**config.mk**
```make
export PLATFORM = sky130hd
export DESIGN_NAME = muldiv_unit
export DESIGN_NICKNAME = d
export VERILOG_FILES = /design/src/rtl/muldiv_pkg.sv /design/src/rtl/muldiv_step.sv /design/src/rtl/muldiv_unit.sv
export SDC_FILE = /design/constraint.sdc
export NUM_CORES = 1
export LEC_CHECK = 0
export CAP_MARGIN = 20
export CORE_ASPECT_RATIO = 0.6
export CORE_MARGIN = 5
export CORE_UTILIZATION = 40
export CTS_CLUSTER_SIZE = 10
export DETAILED_ROUTE_END_ITERATION = 16
export GPL_TIMING_DRIVEN = 0
export PLACE_DENSITY_LB_ADDON = 0.08
export SLEW_MARGIN = 20
export SYNTH_ARGS = -nofsm -noshare
export SYNTH_HDL_FRONTEND = slang
export SYNTH_SLANG_ARGS = --single-unit
export TNS_END_PERCENT = 1
```
**constraint.sdc**
```tcl
create_clock -name clk -period 9.35 [get_ports clk]
set_input_delay 1.87 -clock clk [delete_from_list [all_inputs] [get_ports clk]]
set_output_delay 1.87 -clock clk [all_outputs]
set_load 0.02 [all_outputs]
```
**src/rtl/muldiv_pkg.sv**
```systemverilog
// Shared constants, opcodes and state encoding for the RV32M multiply/divide unit.
package muldiv_pkg;

    localparam int unsigned XLEN      = 32;
    localparam int unsigned CNT_W     = $clog2(XLEN) + 1;
    localparam int unsigned ITER_LAST = XLEN - 1;
    localparam logic [XLEN-1:0] INT_MIN = {1'b1, {(XLEN-1){1'b0}}};

    localparam logic [2:0] F3_MUL    = 3'b000;
    localparam logic [2:0] F3_MULH   = 3'b001;
    localparam logic [2:0] F3_MULHSU = 3'b010;
    localparam logic [2:0] F3_MULHU  = 3'b011;
    localparam logic [2:0] F3_DIV    = 3'b100;
    localparam logic [2:0] F3_DIVU   = 3'b101;
    localparam logic [2:0] F3_REM    = 3'b110;
    localparam logic [2:0] F3_REMU   = 3'b111;

    typedef enum logic [1:0] {IDLE, CALC, FIX, DONE} state_t;

    function automatic logic [XLEN-1:0] magnitude(input logic [XLEN-1:0] v, input logic neg);
        return neg ? -v : v;
    endfunction

endpackage

```
**src/rtl/muldiv_step.sv**
```systemverilog
// One radix-2 iteration: shift-add multiply or restoring-divide step on the 2*XLEN accumulator.
module muldiv_step
    import muldiv_pkg::*;
(
    input  logic [2*XLEN-1:0] acc,
    input  logic [XLEN-1:0]   operand,
    input  logic              ser_bit,
    input  logic              is_div,
    output logic [2*XLEN-1:0] acc_next
);

    logic [XLEN:0]   sum;
    logic [XLEN:0]   rem_sh;
    logic [XLEN-1:0] diff;
    logic            fits;

    always_comb begin
        sum      = {1'b0, acc[2*XLEN-1:XLEN]} + {1'b0, operand};
        // ser_bit is the next dividend bit shifted into the partial remainder
        rem_sh   = {acc[2*XLEN-1:XLEN], ser_bit};
        fits     = rem_sh >= {1'b0, operand};
        diff     = rem_sh[XLEN-1:0] - operand;
        acc_next = acc;
        if (is_div) begin
            if (fits) acc_next = {diff, acc[XLEN-2:0], 1'b1};
            else      acc_next = {rem_sh[XLEN-1:0], acc[XLEN-2:0], 1'b0};
        end else if (ser_bit) begin
            acc_next = {sum, acc[XLEN-1:1]};
        end else begin
            acc_next = {1'b0, acc[2*XLEN-1:1]};
        end
    end

endmodule

```
**src/rtl/muldiv_unit.sv**
```systemverilog
// Iterative RV32M multiply/divide unit with valid/ready request and response handshakes.
// MULDIV_FAST_MUL_EN: multiplies complete with a single-cycle 33x33 signed product.
module muldiv_unit
    import muldiv_pkg::*;
(
    input  logic            clk,
    input  logic            reset,
    input  logic            req_valid,
    output logic            req_ready,
    input  logic [XLEN-1:0] a,
    input  logic [XLEN-1:0] b,
    input  logic [2:0]      funct3,
    input  logic            flush,
    output logic            resp_valid,
    input  logic            resp_ready,
    output logic [XLEN-1:0] out,
    output logic            busy
);

    state_t            state;
    logic [2:0]        f3;
    logic              sign_a;
    logic              sign_b;
    logic [XLEN-1:0]   op;
    logic [XLEN-1:0]   ser;
    logic [2*XLEN-1:0] acc;
    logic [CNT_W-1:0]  cnt;

    logic              a_signed, b_signed, sa, sb, req_div, div_zero, div_ovf;
    logic [XLEN-1:0]   mag_a, mag_b, special_out, fix_out;
    logic [2*XLEN-1:0] acc_next, prod;

    // Request decode, evaluated on the acceptance edge only
    always_comb begin
        a_signed    = (funct3 == F3_MULH) || (funct3 == F3_MULHSU) ||
                      (funct3 == F3_DIV)  || (funct3 == F3_REM);
        b_signed    = (funct3 == F3_MULH) || (funct3 == F3_DIV) || (funct3 == F3_REM);
        sa          = a_signed & a[XLEN-1];
        sb          = b_signed & b[XLEN-1];
        mag_a       = magnitude(a, sa);
        mag_b       = magnitude(b, sb);
        req_div     = funct3[2];
        div_zero    = req_div && (b == '0);
        div_ovf     = ((funct3 == F3_DIV) || (funct3 == F3_REM)) && (a == INT_MIN) && (b == '1);
        special_out = '0;
        if (div_zero)     special_out = funct3[1] ? a : '1;
        else if (div_ovf) special_out = funct3[1] ? '0 : INT_MIN;
    end

`ifdef MULDIV_FAST_MUL_EN
    logic signed [2*XLEN+1:0] fast_a, fast_b, fast_prod;
    logic [XLEN-1:0]          fast_out;
    logic                     unused_fast;

    always_comb begin
        fast_a      = (2*XLEN+2)'($signed({sa, a}));
        fast_b      = (2*XLEN+2)'($signed({sb, b}));
        fast_prod   = fast_a * fast_b;
        fast_out    = (funct3 == F3_MUL) ? fast_prod[XLEN-1:0] : fast_prod[2*XLEN-1:XLEN];
        unused_fast = ^fast_prod[2*XLEN+1:2*XLEN];
    end
`endif

    muldiv_step u_step (
        .acc      (acc),
        .operand  (op),
        .ser_bit  (f3[2] ? ser[XLEN-1] : ser[0]),
        .is_div   (f3[2]),
        .acc_next (acc_next)
    );

    // Sign fix-up and word selection of the finished accumulator
    always_comb begin
        prod    = (sign_a ^ sign_b) ? -acc : acc;
        fix_out = '0;
        case (f3)
            F3_MUL:                       fix_out = prod[XLEN-1:0];
            F3_MULH, F3_MULHSU, F3_MULHU: fix_out = prod[2*XLEN-1:XLEN];
            F3_DIV, F3_DIVU:              fix_out = (sign_a ^ sign_b) ? -acc[XLEN-1:0] : acc[XLEN-1:0];
            default:                      fix_out = sign_a ? -acc[2*XLEN-1:XLEN] : acc[2*XLEN-1:XLEN];
        endcase
    end

    always_ff @(posedge clk or posedge reset) begin
        if (reset) begin
            state      <= IDLE;
            f3         <= '0;
            sign_a     <= 1'b0;
            sign_b     <= 1'b0;
            op         <= '0;
            ser        <= '0;
            acc        <= '0;
            cnt        <= '0;
            out        <= '0;
            resp_valid <= 1'b0;
            req_ready  <= 1'b1;
            busy       <= 1'b0;
        end else if (flush && (state != IDLE)) begin
            state      <= IDLE;
            resp_valid <= 1'b0;
            req_ready  <= 1'b1;
            busy       <= 1'b0;
        end else begin
            case (state)
                IDLE: begin
                    if (req_valid && req_ready && !flush) begin
                        f3        <= funct3;
                        sign_a    <= sa;
                        sign_b    <= sb;
                        op        <= req_div ? mag_b : mag_a;
                        ser       <= req_div ? mag_a : mag_b;
                        acc       <= '0;
                        cnt       <= '0;
                        req_ready <= 1'b0;
                        busy      <= 1'b1;
                        if (div_zero || div_ovf) begin
                            out        <= special_out;
                            resp_valid <= 1'b1;
                            state      <= DONE;
`ifdef MULDIV_FAST_MUL_EN
                        end else if (!req_div) begin
                            out        <= fast_out;
                            resp_valid <= 1'b1;
                            state      <= DONE;
`endif
                        end else begin
                            state <= CALC;
                        end
                    end
                end
                CALC: begin
                    acc <= acc_next;
                    cnt <= cnt + CNT_W'(1);
                    ser <= f3[2] ? {ser[XLEN-2:0], 1'b0} : {1'b0, ser[XLEN-1:1]};
                    if (cnt == CNT_W'(ITER_LAST)) state <= FIX;
                end
                FIX: begin
                    out        <= fix_out;
                    resp_valid <= 1'b1;
                    state      <= DONE;
                end
                DONE: begin
                    if (resp_ready) begin
                        resp_valid <= 1'b0;
                        req_ready  <= 1'b1;
                        busy       <= 1'b0;
                        state      <= IDLE;
                    end
                end
                default: state <= IDLE;
            endcase
        end
    end

endmodule

```
# Yosys cells after proc, flatten, opt, wreduce, memory -nomap -nowiden
# Index checks and enable logic that the tools add are counted.
dict set report op_classes {
  order_cmp 1
  n_reduce_logical 30
  mux 44
  n_bitwise 4
  n_addsub 8
  n_eq_ne 21
}
# op n
set ops {}
lappend ops {{$mux 32} 14}
lappend ops {{$mux 64} 5}
lappend ops {{$neg 32->32} 4}
lappend ops {{$pmux 32 s2} 2}
lappend ops {{$pmux 64 s2} 1}
lappend ops {{$pmux 32 s3} 1}
lappend ops {{$eq 32x32->1 const B} 2}
lappend ops {{$neg 64->64} 1}
lappend ops {{$add 32x32->33} 1}
lappend ops {{$ge 33x32->1} 1}
lappend ops {{$logic_not 32->1} 1}
lappend ops {{$sub 32x32->32} 1}
lappend ops {{$eq 3x3->1 const B} 4}
lappend ops {{$ne 3x3->1 const B} 4}
lappend ops {{$pmux 6 s2} 1}
lappend ops {{$reduce_and 3->1} 4}
lappend ops {{$mux 1} 10}
lappend ops {{$mux 2} 5}
lappend ops {{$eq 3x2->1 const B} 3}
lappend ops {{$pmux 2 s4} 1}
lappend ops {{$reduce_and 4->1} 2}
lappend ops {{$logic_or 1x1->1} 7}
lappend ops {{$add 6x1->6 const B} 1}
lappend ops {{$eq 3x1->1 const B} 2}
lappend ops {{19 further kinds} 30}
dict set report totals {
  output_inout_bits 35
  reg_bits 176
}

# Longest topological paths before layout
dict set report logic_depth {
  word_depth 9
  mapped_depth 17
  mapped_depth_nobuf 14
}

# Hierarchy
# From an unflattened synthesis, not the netlist that was laid out.
dict set report hier_totals {
  hier_cells 2220
  hier_area_um2 17511.8
}
# mod instances area_each_um2 cells_each
set by_module_without_submodules {}
lappend by_module_without_submodules {muldiv_unit 1 12550.8 1516}
lappend by_module_without_submodules {muldiv_step 1 4961.0 704}

# Least setup slack after synthesis
# OpenSTA, ideal clock, no wires.
dict set report synth_timing {
  path_kind {input -> register}
  startpoint {input b[1]}
  endpoint {register out[11]}
  path_slack_ns 4.896
  setup_time_ns 0.119
  cell_stages 12
  arrival_ns 4.335
  n_path_buf 1
  path_cell_list {inv_1 -> ha_1 -> or4b_2 -> nor3_2 -> nand4_1 -> nand2b_1 -> o21ai_2 -> nand4_1 -> a21oi_2 -> buf_2 -> o311ai_1 -> o21a_1}
}
dict set report synth_between {
  elab_chain_cells 7
  word_cells_on_any_way 12
}
# element line
set synth_rtl {}
lappend synth_rtl {{from (decl)} muldiv_unit.sv:11} ;# input logic [XLEN-1:0] b,
lappend synth_rtl {{$eq 32x32->1} muldiv_unit.sv:44} ;# div_ovf = ((funct3 == F3_DIV) || (funct3 == F3_REM)) && (a == INT_MIN) && (b == '1);
lappend synth_rtl {{$logic_and 1x1->1} muldiv_unit.sv:44}
lappend synth_rtl {{$mux 32} muldiv_unit.sv:47} ;# else if (div_ovf) special_out = funct3[1] ? '0 : INT_MIN;
lappend synth_rtl {{$mux 32} muldiv_unit.sv:46} ;# if (div_zero) special_out = funct3[1] ? a : '1;
lappend synth_rtl {{$mux 32} muldiv_unit.sv:116} ;# if (div_zero || div_ovf) begin
lappend synth_rtl {{$mux 32} muldiv_unit.sv:106} ;# if (req_valid && req_ready && !flush) begin
lappend synth_rtl {{$pmux 32 s2} muldiv_unit.sv:104} ;# case (state)
lappend synth_rtl {{to (signal assigned)} muldiv_unit.sv:117} ;# out <= special_out;
lappend synth_rtl {{to (signal assigned)} muldiv_unit.sv:138} ;# out <= fix_out;
lappend synth_rtl {{to (decl)} muldiv_unit.sv:16} ;# output logic [XLEN-1:0] out,
# Several ways; a longest one is shown, not always the timed one. The select of a mux whose other input is x is not followed.
# A chain may end at the register's enable or synchronous reset.

# Worst setup path in the final report
dict set report layout_timing {
  startpoint {register f3[2]}
  endpoint {register acc[35]}
}
dict set report layout_between {
  elab_chain_cells 5
  word_cells_on_any_way 7
}
# element line
set layout_rtl {}
lappend layout_rtl {{from (decl)} muldiv_unit.sv:21} ;# logic [2:0] f3;
lappend layout_rtl {{from (signal assigned)} muldiv_unit.sv:107} ;# f3 <= funct3;
lappend layout_rtl {{$mux 1} muldiv_unit.sv:67} ;# .ser_bit (f3[2] ? ser[XLEN-1] : ser[0]),
lappend layout_rtl {{$sub 32x32->32 or $ge 33x32->1 (tied branches)} {muldiv_step.sv:22, muldiv_step.sv:21}}
lappend layout_rtl {{$mux 64} muldiv_step.sv:25} ;# if (fits) acc_next = {diff, acc[XLEN-2:0], 1'b1};
lappend layout_rtl {{$mux 64 *} muldiv_step.sv:24} ;# if (is_div) begin
lappend layout_rtl {{$pmux 64 s2 *} muldiv_unit.sv:104}
lappend layout_rtl {{to (signal assigned)} muldiv_unit.sv:132} ;# acc <= acc_next;
lappend layout_rtl {{to (decl)} muldiv_unit.sv:26} ;# logic [2*XLEN-1:0] acc;
# Mark *: on every way between the ends. The rest lies on a longest branch, timed or not.

==> metrics.cfg <==
[setup_path]
worst-path-buf-inv=5
arrival_ns=6.92
startpoint_type=flip-flop
cp_top_family=buffers and inverters
end_kind=flip-flop
crit_slowest_cell=clkbuf_1
max_stage_delay_ns=0.78
critPathRequiredTime_ns=9.75
path_class=reg -> reg
critPathMaxFanout=10
path_common_cell=clkbuf_1
crit_chain=clkbuf_1, clkbuf_1, buf_1, a21oi_1, ha_1, nor2b_1, o2111ai_1, a21oi_1, o21ai_0, a21oi_1, a41o_1, clkbuf_1, clkbuf_1, nand2_1, a31oi_1, a22o_1

[drt]
vias=19100
post_drt_wl_per_cell_um=27.0
dr.first_iter.drc_count=2318
viasPerCell=6.30
drt_first_pass_iters=6
totalWireLength_mm=81.8
ant_nets=0
drc_errors=0

[timing]
post-route-period-util_pct=69.8
fmax_ghz=0.153
max_slew_margin_pct=22.8
skew_ns=0.0251
period_needed_ns=6.52
report.final.slew_viol_count=0
tightestPinTransition_ns=1.15
finalSetupViolations=0
hold_violations=0
rsz0062_at_grt=false
hold_ws_ns=0.518

[cts]
root_buffer=clkbuf_16
cts_hold_buf=0
cts_max_path_buffers=2
clk_pin_slew_ns=0.08
cts-buffers-inserted=17
cts_tree=done
cts-resized-gates=0
postCtsSetupBuffers=0
insertion_delay_ns=0.47
clock_sinks=176
h-tree-depth=4

[die]
die-area_um2=47500
core_um2=42200
die_h_um=171
num_rows=58
num_io_pins=107
die_w_um=278
start_util_pct=40.8

[place]
dp.cells=2990
dp_hpwl_mm=64.5
placement.io_buffers=105
gp_congestion=1.03

[layout]
post-route-util_pct=46.5
layout-drive-gt1-share_pct=5.83
num-fill-cells=4358
final_nets=2587
final_cell_count_no_fill=3025
area_delta_synth_final_pct=14.1

[logic_synthesis]
yosys.cell_types.count=83
synth_edf_count=0
synth-main-ff-cell=dfrtp_1
syn_nets=2462
ys_warn_count=0
synth-seq-area-share_pct=25.6
async_reset_ff_share_pct=100
synthCells=2314
syn_area_per_cell_um2=7.45
ys_ff_latch=176
syn_area_um2=17200

[power_and_ir_drop]
p_int_mw=3.32
powerDensity_nw_per_um2=401
p_leak_nw=8.06
total_power_mw=7.88
switching_share_pct=57.9
vdd.ir_drop.worst_v=0.000164
p_clk_share_pct=10.1
seqPwrFrac_pct=18.2
p_sw_mw=4.57
comb_power_share_pct=71.7

[global_route]
grt_pass1_wl_mm=119
grt_overflow=0
grt_pass1_vias=17600
antenna_found_initial=5
grt.total_usage_pct=33.3
grt_max_degree=95

[run_status]
status=completed

[min_path]
hp-class=reg -> reg

[job]
cap_violations=0

-- cell families (layout without fill, tap and decap cells) --
kind of cell / Yosys count / count (layout) / synth area share [%]
simple gates: 799 / 799 / 21.5
compound gates: 742 / 742 / 26.8
buf+inv: 251 / 389 / 5.58
xor+xnor: 178 / 178 / 9.05
flops: 176 / 176 / 25.6
mux: 92 / 92 / 5.89
fa+ha+maj: 76 / 76 / 5.61
other cells: 0 / 3 / 0
-- metrics by stage --
step	TNS, ns	setup slack, ns	area [um^2]
detailed placement	0	3.17	19000
CTS	0	3.14	19600
floorplan	0	2.71	17200
global placement	-50.28	-0.315	19000
finish	0	2.83	19600
global route	0	2.54	19600
-- layout by cell type (no fill, tap or decap), drive strengths merged, types with 16 or more instances in the layout --
cell,Yosys,final
xnor2,92,92
nor2b,18,18
clkbuf,157,175
nand3,58,58
nand2,297,297
ha,74,74
xor2,86,86
o31ai,28,28
nand4,34,34
a22o,19,19
nor3,59,59
a21oi,203,203
o21ai,207,207
mux2,72,72
o22ai,16,16
mux2i,20,20
a31oi,57,57
dfrtp,175,175
nand2b,19,19
o211ai,16,16
nor2,214,214
inv,74,80
a211oi,45,45
clkdlybuf4s50,0,105
nor4,19,19
buf,19,20
a21o,26,26
-- final timing paths --
path,startpoint,to,slack (ns),cells past startpoint
max,f3[2]$_DFFE_PP0P_,acc[35]$_DFFE_PP0P_,2.83,16
min,ser[10]$_DFFE_PP0P_,ser[10]$_DFFE_PP0P_,0.52,2
max reg2reg,f3[2]$_DFFE_PP0P_,acc[35]$_DFFE_PP0P_,2.83,16
min reg2reg,ser[10]$_DFFE_PP0P_,ser[10]$_DFFE_PP0P_,0.52,2
max in group asynchronous,reset,acc[6]$_DFFE_PP0P_,6.53,3
min in group asynchronous,reset,op[17]$_DFFE_PP0P_,1.84,2
-- registers in the layout, indices dropped and copies added, names as in the netlist --
| signal | count |
|---|---|
| f3 | 3 |
| state | 2 |
| busy | 1 |
| out | 32 |
| req_ready | 1 |
| resp_valid | 1 |
| cnt | 6 |
| ser | 32 |
| sign_a | 1 |
| op | 32 |
| sign_b | 1 |
| acc | 64 |
-- per-layer routing --
layer	GRT usage (%)	routed length, um	vias to the layer above
li1	-	-	8633
met1	48.5	37100	9238
met2	43.8	30700	1076
met3	16.0	12000	114
met4	8.01	1840	4
met5	1.68	109	-
-- synthesized netlist by cell type, types with 26 or more instances --
master	count	area, um^2
nor3_1	57	285
mux2_2	71	800
a211oi_1	45	338
nand3_1	58	290
a21o_1	26	195
a21oi_1	201	1010
ha_1	74	926
a31oi_1	57	357
nand4_1	34	213
dfrtp_1	175	4380
o21ai_0	206	1030
nand2_1	297	1110
xor2_1	86	753
nor2_1	213	800
clkbuf_1	155	582
inv_1	74	278
xnor2_1	92	806
o31ai_1	28	210
-- final cells by class --
type | count | area [um^2] | area share [%]
timing repair buffer | 106 | 1080 | 5.49
inverter | 75 | 289 | 1.47
buffer | 176 | 679 | 3.46
clock inverter | 14 | 171 | 0.872
sequential | 176 | 4410 | 22.4
antenna | 3 | 7.51 | 0.0382
clock buffer | 18 | 439 | 2.24
tap | 570 | 713 | 3.63
multi-input combinational | 1887 | 11900 | 60.4
-- worst min-delay path, cell delays in order, from the launching register on --
cell and delay (ns):
dfrtp_1 0.37, nand2_1 0.05, o21ai_0 0.06
-- power by group through the flow --
| stage | Sequential, mW | Clock (mW) | Combinational, mW |
|---|---|---|---|
| 4_1_cts | 1.41 | 0.798 | 5.42 |
| 5_1_grt | 1.46 | 0.831 | 6.02 |
| 2_1_floorplan | 1.34 | 0 | 3.51 |
| 3_5_place_dp | 1.42 | 0 | 5.38 |
| 3_3_place_gp | 1.42 | 0 | 5.37 |
| 6_report | 1.44 | 0.794 | 5.65 |
Note: power is estimated with default switching activity, not from simulation.
